**src/rtl/julia_iterate.sv**
```systemverilog
// julia_iterate: fixed-point Julia escape-time engine, one z^2+c step per clock; define JULIA_MAG_OUT_EN to add out_mag.
module julia_iterate #(
    parameter int DATA_W   = 16,
    parameter int FRAC_W   = 12,
    parameter int MAX_ITER = 100,
    parameter int ITER_W   = $clog2(MAX_ITER + 1)
) (
    input  logic              clk,
    input  logic              reset,
    input  logic              in_valid,
    output logic              in_ready,
    input  logic [DATA_W-1:0] z0_re,
    input  logic [DATA_W-1:0] z0_im,
    input  logic [DATA_W-1:0] c_re,
    input  logic [DATA_W-1:0] c_im,
    output logic              out_valid,
    input  logic              out_ready,
    output logic [ITER_W-1:0] out_count,
    output logic              out_escaped
`ifdef JULIA_MAG_OUT_EN
    ,
    output logic [DATA_W-1:0] out_mag
`endif
);
    typedef enum logic [1:0] {IDLE, ITER, DONE} state_t;
    localparam logic signed [2*DATA_W:0] FOUR = (2*DATA_W+1)'(4) << (2*FRAC_W);
    localparam logic [ITER_W-1:0] ITER_MAX = ITER_W'(MAX_ITER);
    state_t state, state_n;
    logic signed [DATA_W-1:0] zr, zi, cr, ci, nzr, nzi;
    logic signed [2*DATA_W-1:0] zr2, zi2, zrzi;
    logic signed [2*DATA_W:0] mag;
    logic [ITER_W-1:0] cnt;
    logic escape, finish;
    assign zr2    = (2*DATA_W)'(zr) * (2*DATA_W)'(zr);
    assign zi2    = (2*DATA_W)'(zi) * (2*DATA_W)'(zi);
    assign zrzi   = (2*DATA_W)'(zr) * (2*DATA_W)'(zi);
    assign mag    = (2*DATA_W+1)'(zr2) + (2*DATA_W+1)'(zi2);
    // only bits FRAC_W.. of the products survive, so 2*DATA_W-wide differences suffice
    assign nzr    = DATA_W'((zr2 - zi2) >>> FRAC_W) + cr;
    assign nzi    = DATA_W'(zrzi >>> (FRAC_W - 1)) + ci;
    assign escape = mag > FOUR;
    assign finish = escape || cnt == ITER_MAX;
    assign in_ready  = state == IDLE;
    assign out_valid = state == DONE;
`ifdef JULIA_MAG_OUT_EN
    localparam logic signed [2*DATA_W:0] MAG_LIM = (2*DATA_W+1)'(1) << (DATA_W + FRAC_W);
    logic [DATA_W-1:0] mag_sat;
    assign mag_sat = (mag >= MAG_LIM) ? '1 : DATA_W'(mag >>> FRAC_W);
`endif
    always_ff @(posedge clk) begin
        state <= reset ? IDLE : state_n;
    end
    always_comb begin
        state_n = state;
        state_n = (state == IDLE && in_valid)  ? ITER :
                  (state == ITER && finish)    ? DONE :
                  (state == DONE && out_ready) ? IDLE : state;
    end
    always_ff @(posedge clk) begin
        if (reset) begin
            zr          <= '0;
            zi          <= '0;
            cr          <= '0;
            ci          <= '0;
            cnt         <= '0;
            out_count   <= '0;
            out_escaped <= 1'b0;
`ifdef JULIA_MAG_OUT_EN
            out_mag     <= '0;
`endif
        end else if (state == IDLE && in_valid) begin
            zr  <= z0_re;
            zi  <= z0_im;
            cr  <= c_re;
            ci  <= c_im;
            cnt <= '0;
        end else if (state == ITER && finish) begin
            out_count   <= escape ? cnt : ITER_MAX;
            out_escaped <= escape;
`ifdef JULIA_MAG_OUT_EN
            out_mag     <= mag_sat;
`endif
        end else if (state == ITER) begin
            zr  <= nzr;
            zi  <= nzi;
            cnt <= cnt + ITER_W'(1);
        end
    end
endmodule

```
**config.mk**
```make
export PLATFORM = sky130hd
export DESIGN_NAME = julia_iterate
export DESIGN_NICKNAME = d
export VERILOG_FILES = /design/src/rtl/julia_iterate.sv
export SDC_FILE = /design/constraint.sdc
export NUM_CORES = 2
export LEC_CHECK = 0
export ABC_AREA = 1
export BUFFER_PORTS_ARGS = -buffer_cell sky130_fd_sc_hd__clkbuf_2
export CORE_MARGIN = 4
export CORE_UTILIZATION = 65
export CTS_CLUSTER_SIZE = 25
export DETAILED_ROUTE_END_ITERATION = 7
export PLACE_DENSITY_LB_ADDON = 0.08
export SYNTH_ARGS = -nofsm -noshare
export SYNTH_HDL_FRONTEND = slang
export SYNTH_SLANG_ARGS = --single-unit
```
**constraint.sdc**
```tcl
create_clock -name clk -period 24.6 [get_ports clk]
set_input_delay 1.23 -clock clk [delete_from_list [all_inputs] [get_ports clk]]
set_output_delay 1.23 -clock clk [all_outputs]
set_load 0.005 [all_outputs]
```
==> flow_metrics.env <==
export IMPL_place_inst=5251
export IMPL_crit_family="adder cells"
export IMPL_cts_htree_levels=3
export IMPL_fin_cells=5269
export IMPL_avgSynthCellArea_sq_um=7.56
export IMPL_vias_per_cell=5.31
export IMPL_crit_path_max_incr_delay_ns=0.66
export IMPL_maxCapViolCount=0
export IMPL_fmax_ghz=0.0981
export IMPL_cts_buffers=9
export IMPL_worstSkewPairLatency_ns=0.36
export IMPL_place_port_buffers=77
export IMPL_grtUsageTotal=0.324
export IMPL_synth_area_leaders="fa_1 40%, inv_1 14%, ha_1 12%"
export IMPL_place_worst_setup_slack_ns=14.69
export IMPL_cts_resized=0
export IMPL_synthFlopType="dfxtp_1"
export IMPL_cts_sinks=81
export IMPL_outcome="finished, final reports clean"
export IMPL_ys_async_sr_fraction=0
export IMPL_wl_per_cell_um=16.8
export IMPL_dp_hpwl_mm=73.7
export IMPL_criticalPathCategory="reg2reg"
export IMPL_post_cts_buffers=0
export IMPL_synthesis_nets=5704
export IMPL_worstMarginPinSlew_ns=1.15
export IMPL_setup_viol=0
export IMPL_die_y_um=239
export IMPL_slowest_stage="nand3_4"
export IMPL_wl_mm=88.7
export IMPL_rows=84
export IMPL_fin_crit_sh=0.414
export IMPL_syn_to_final_growth_pct=3.51
export IMPL_rsz0062_at_grt="false"
export IMPL_yosysTopAreaCellShare=0.400
export IMPL_final_setup_skew_ns=0.0142
export IMPL_worstPathArrival_ns=10.43
export IMPL_grt_pass1_wl_mm=147
export IMPL_hold_violations=0
export IMPL_worstSetupEndpointType="register"
export IMPL_overflow=0
export IMPL_grt_max_degree=85
export IMPL_path_buf_inv=6
export IMPL_synth_warning_count=0
export IMPL_syn_cell_area_sq_um=34800
export IMPL_antenna_left=0
export IMPL_cp_max_fo=71
export IMPL_coreArea_sq_um=52800
export IMPL_cts_root_buffer="clkbuf_16"
export IMPL_syn_inst=4604
export IMPL_drc_errors=0
export IMPL_synth_edf_count=0
export IMPL_final_net_count=5674
export IMPL_boundaryPins=78
export IMPL_cp_start_kind="register"
export IMPL_fin_area_sq_um=36000
export IMPL_drt_iter0_markers=2168
export IMPL_yosysSeqAreaShare=0.0466
export IMPL_synthTopCellsByCount="1,306 x inv_1, 985 x nand2_1, 695 x fa_1"
export IMPL_cts_tree="built"
export IMPL_antenna_found_initial=2
export IMPL_worstHoldPathType="reg2reg"
export IMPL_die_area_sq_um=57300
export IMPL_vias=28000
export IMPL_gp_congestion=1.03
export IMPL_place_area_sq_um=35700
export IMPL_finalWorstSetupSlack_ns=14.41
export IMPL_ys_types=47
export IMPL_setup_tns_ns=0
export IMPL_fin_crit_ns=10.19
export IMPL_clk_pin_slew_ns=0.08
export IMPL_yosysTopAreaCell="fa_1"
export IMPL_worstPathRequired_ns=24.84
export IMPL_drive_above_1_share=0.0363
export IMPL_cts_hold_buf=0
export IMPL_drv_slew=0
export IMPL_clockBufferDepth=2
export IMPL_die_w_um=239
export IMPL_yosysMostFrequentCell="inv_1"
export IMPL_synth_seq_cells=81
export IMPL_start_util=0.660
export IMPL_cpMostUsedCell="nand2_1"
export IMPL_grt_pass1_vias=28500
export IMPL_timing_slew_headroom=0.233
export IMPL_dr_pass1_iters=5
-- final cells by class --
cell class                      count  area [sq um]
Inverter                         1319          4950
Multi-Input combinational cell   3046         27600
Clock inverter                      7          81.3
Fill cell                        4688         16700
Clock buffer                        9           225
Antenna cell                        2          5.00
Tap cell                          688           861
Sequential cell                    81          1620
Timing Repair Buffer              117           686
-- flip-flops by register name, summed over array words and instances (netlist names) --
register,cells
out_count,7
cnt,7
cr,16
out_escaped,1
zr,16
zi,16
state,2
ci,16
-- cell families after synthesis --
group	Yosys count	share of synthesized area
buf+inv	1477	0.161
simple gates	1454	0.168
fa+ha+maj	1032	0.521
compound gates	388	0.0604
xor+xnor	172	0.0433
flops	81	0.0466
-- worst reg2reg max path: cells and delay by family (launching register included) --
kind / cells / cell delay (ns)
adders and majority gates: 8 / 3.37
AOI/OAI and AO/OA: 8 / 2.41
and+or+nand+nor: 16 / 2.77
DFF: 1 / 0.32
buffers and inverters: 6 / 0.96
xor gates and xnor gates: 2 / 0.26
-- layout by cell type (no fill, tap or decap), types with 3 or more instances in the layout --
cell type,netlist,layout
nor3_1,23,23
o21bai_1,13,13
xor2_1,119,119
inv_1,1306,1304
o211ai_1,6,6
o21a_1,3,3
buf_4,1,40
and3_1,3,3
clkbuf_2,1,77
o31ai_1,5,5
nor2_2,3,3
fa_1,695,695
o21ai_1,3,3
a211oi_1,5,5
nor4_1,7,7
a31oi_1,9,9
dfxtp_1,81,80
o21ai_0,115,115
nand2_1,985,984
nand3_1,120,120
nor2_1,258,258
a21oi_1,207,207
a21o_1,8,8
nand4_1,32,32
xnor2_1,53,53
ha_1,337,337
a21boi_0,3,3
inv_2,9,11
a221oi_1,3,3
clkinv_1,4,4
or2_2,8,8
clkbuf_16,0,9
nand3b_1,6,6
-- worst paths after layout --
check	startpoint	end	slack (ns)	cells past startpoint
setup / recovery	zr[0]$_SDFFE_PP0P_	zr[8]$_SDFFE_PP0P_	14.41	40
hold reg to reg	out_escaped$_SDFFE_PP0P_	out_escaped$_SDFFE_PP0P_	0.47	2
hold / removal	out_escaped$_SDFFE_PP0P_	out_escaped$_SDFFE_PP0P_	0.47	2
setup reg to reg	zr[0]$_SDFFE_PP0P_	zr[8]$_SDFFE_PP0P_	14.41	40
-- per-layer routing --
metal | vias up | wire (um) | part of all wire | global-route usage
li1 | 13300 | - | - | -
met1 | 13500 | 37500 | 0.42 | 0.458
met2 | 933 | 40200 | 0.45 | 0.513
met3 | 155 | 7460 | 0.084 | 0.0527
met4 | 0 | 3600 | 0.041 | 0.113
met5 | - | 0 | 0 | 0
-- per-stage QoR --
step,utilization,hold slack (ns)
floorplan,-,0.457
CTS,0.683,0.465
detailed placement,0.677,0.455
finish,0.683,0.468
global route,0.683,0.479
global placement,0.677,0.452
Power is not shown: default switching activity piles up to over one toggle a cycle in this logic, so the estimate is an artifact.
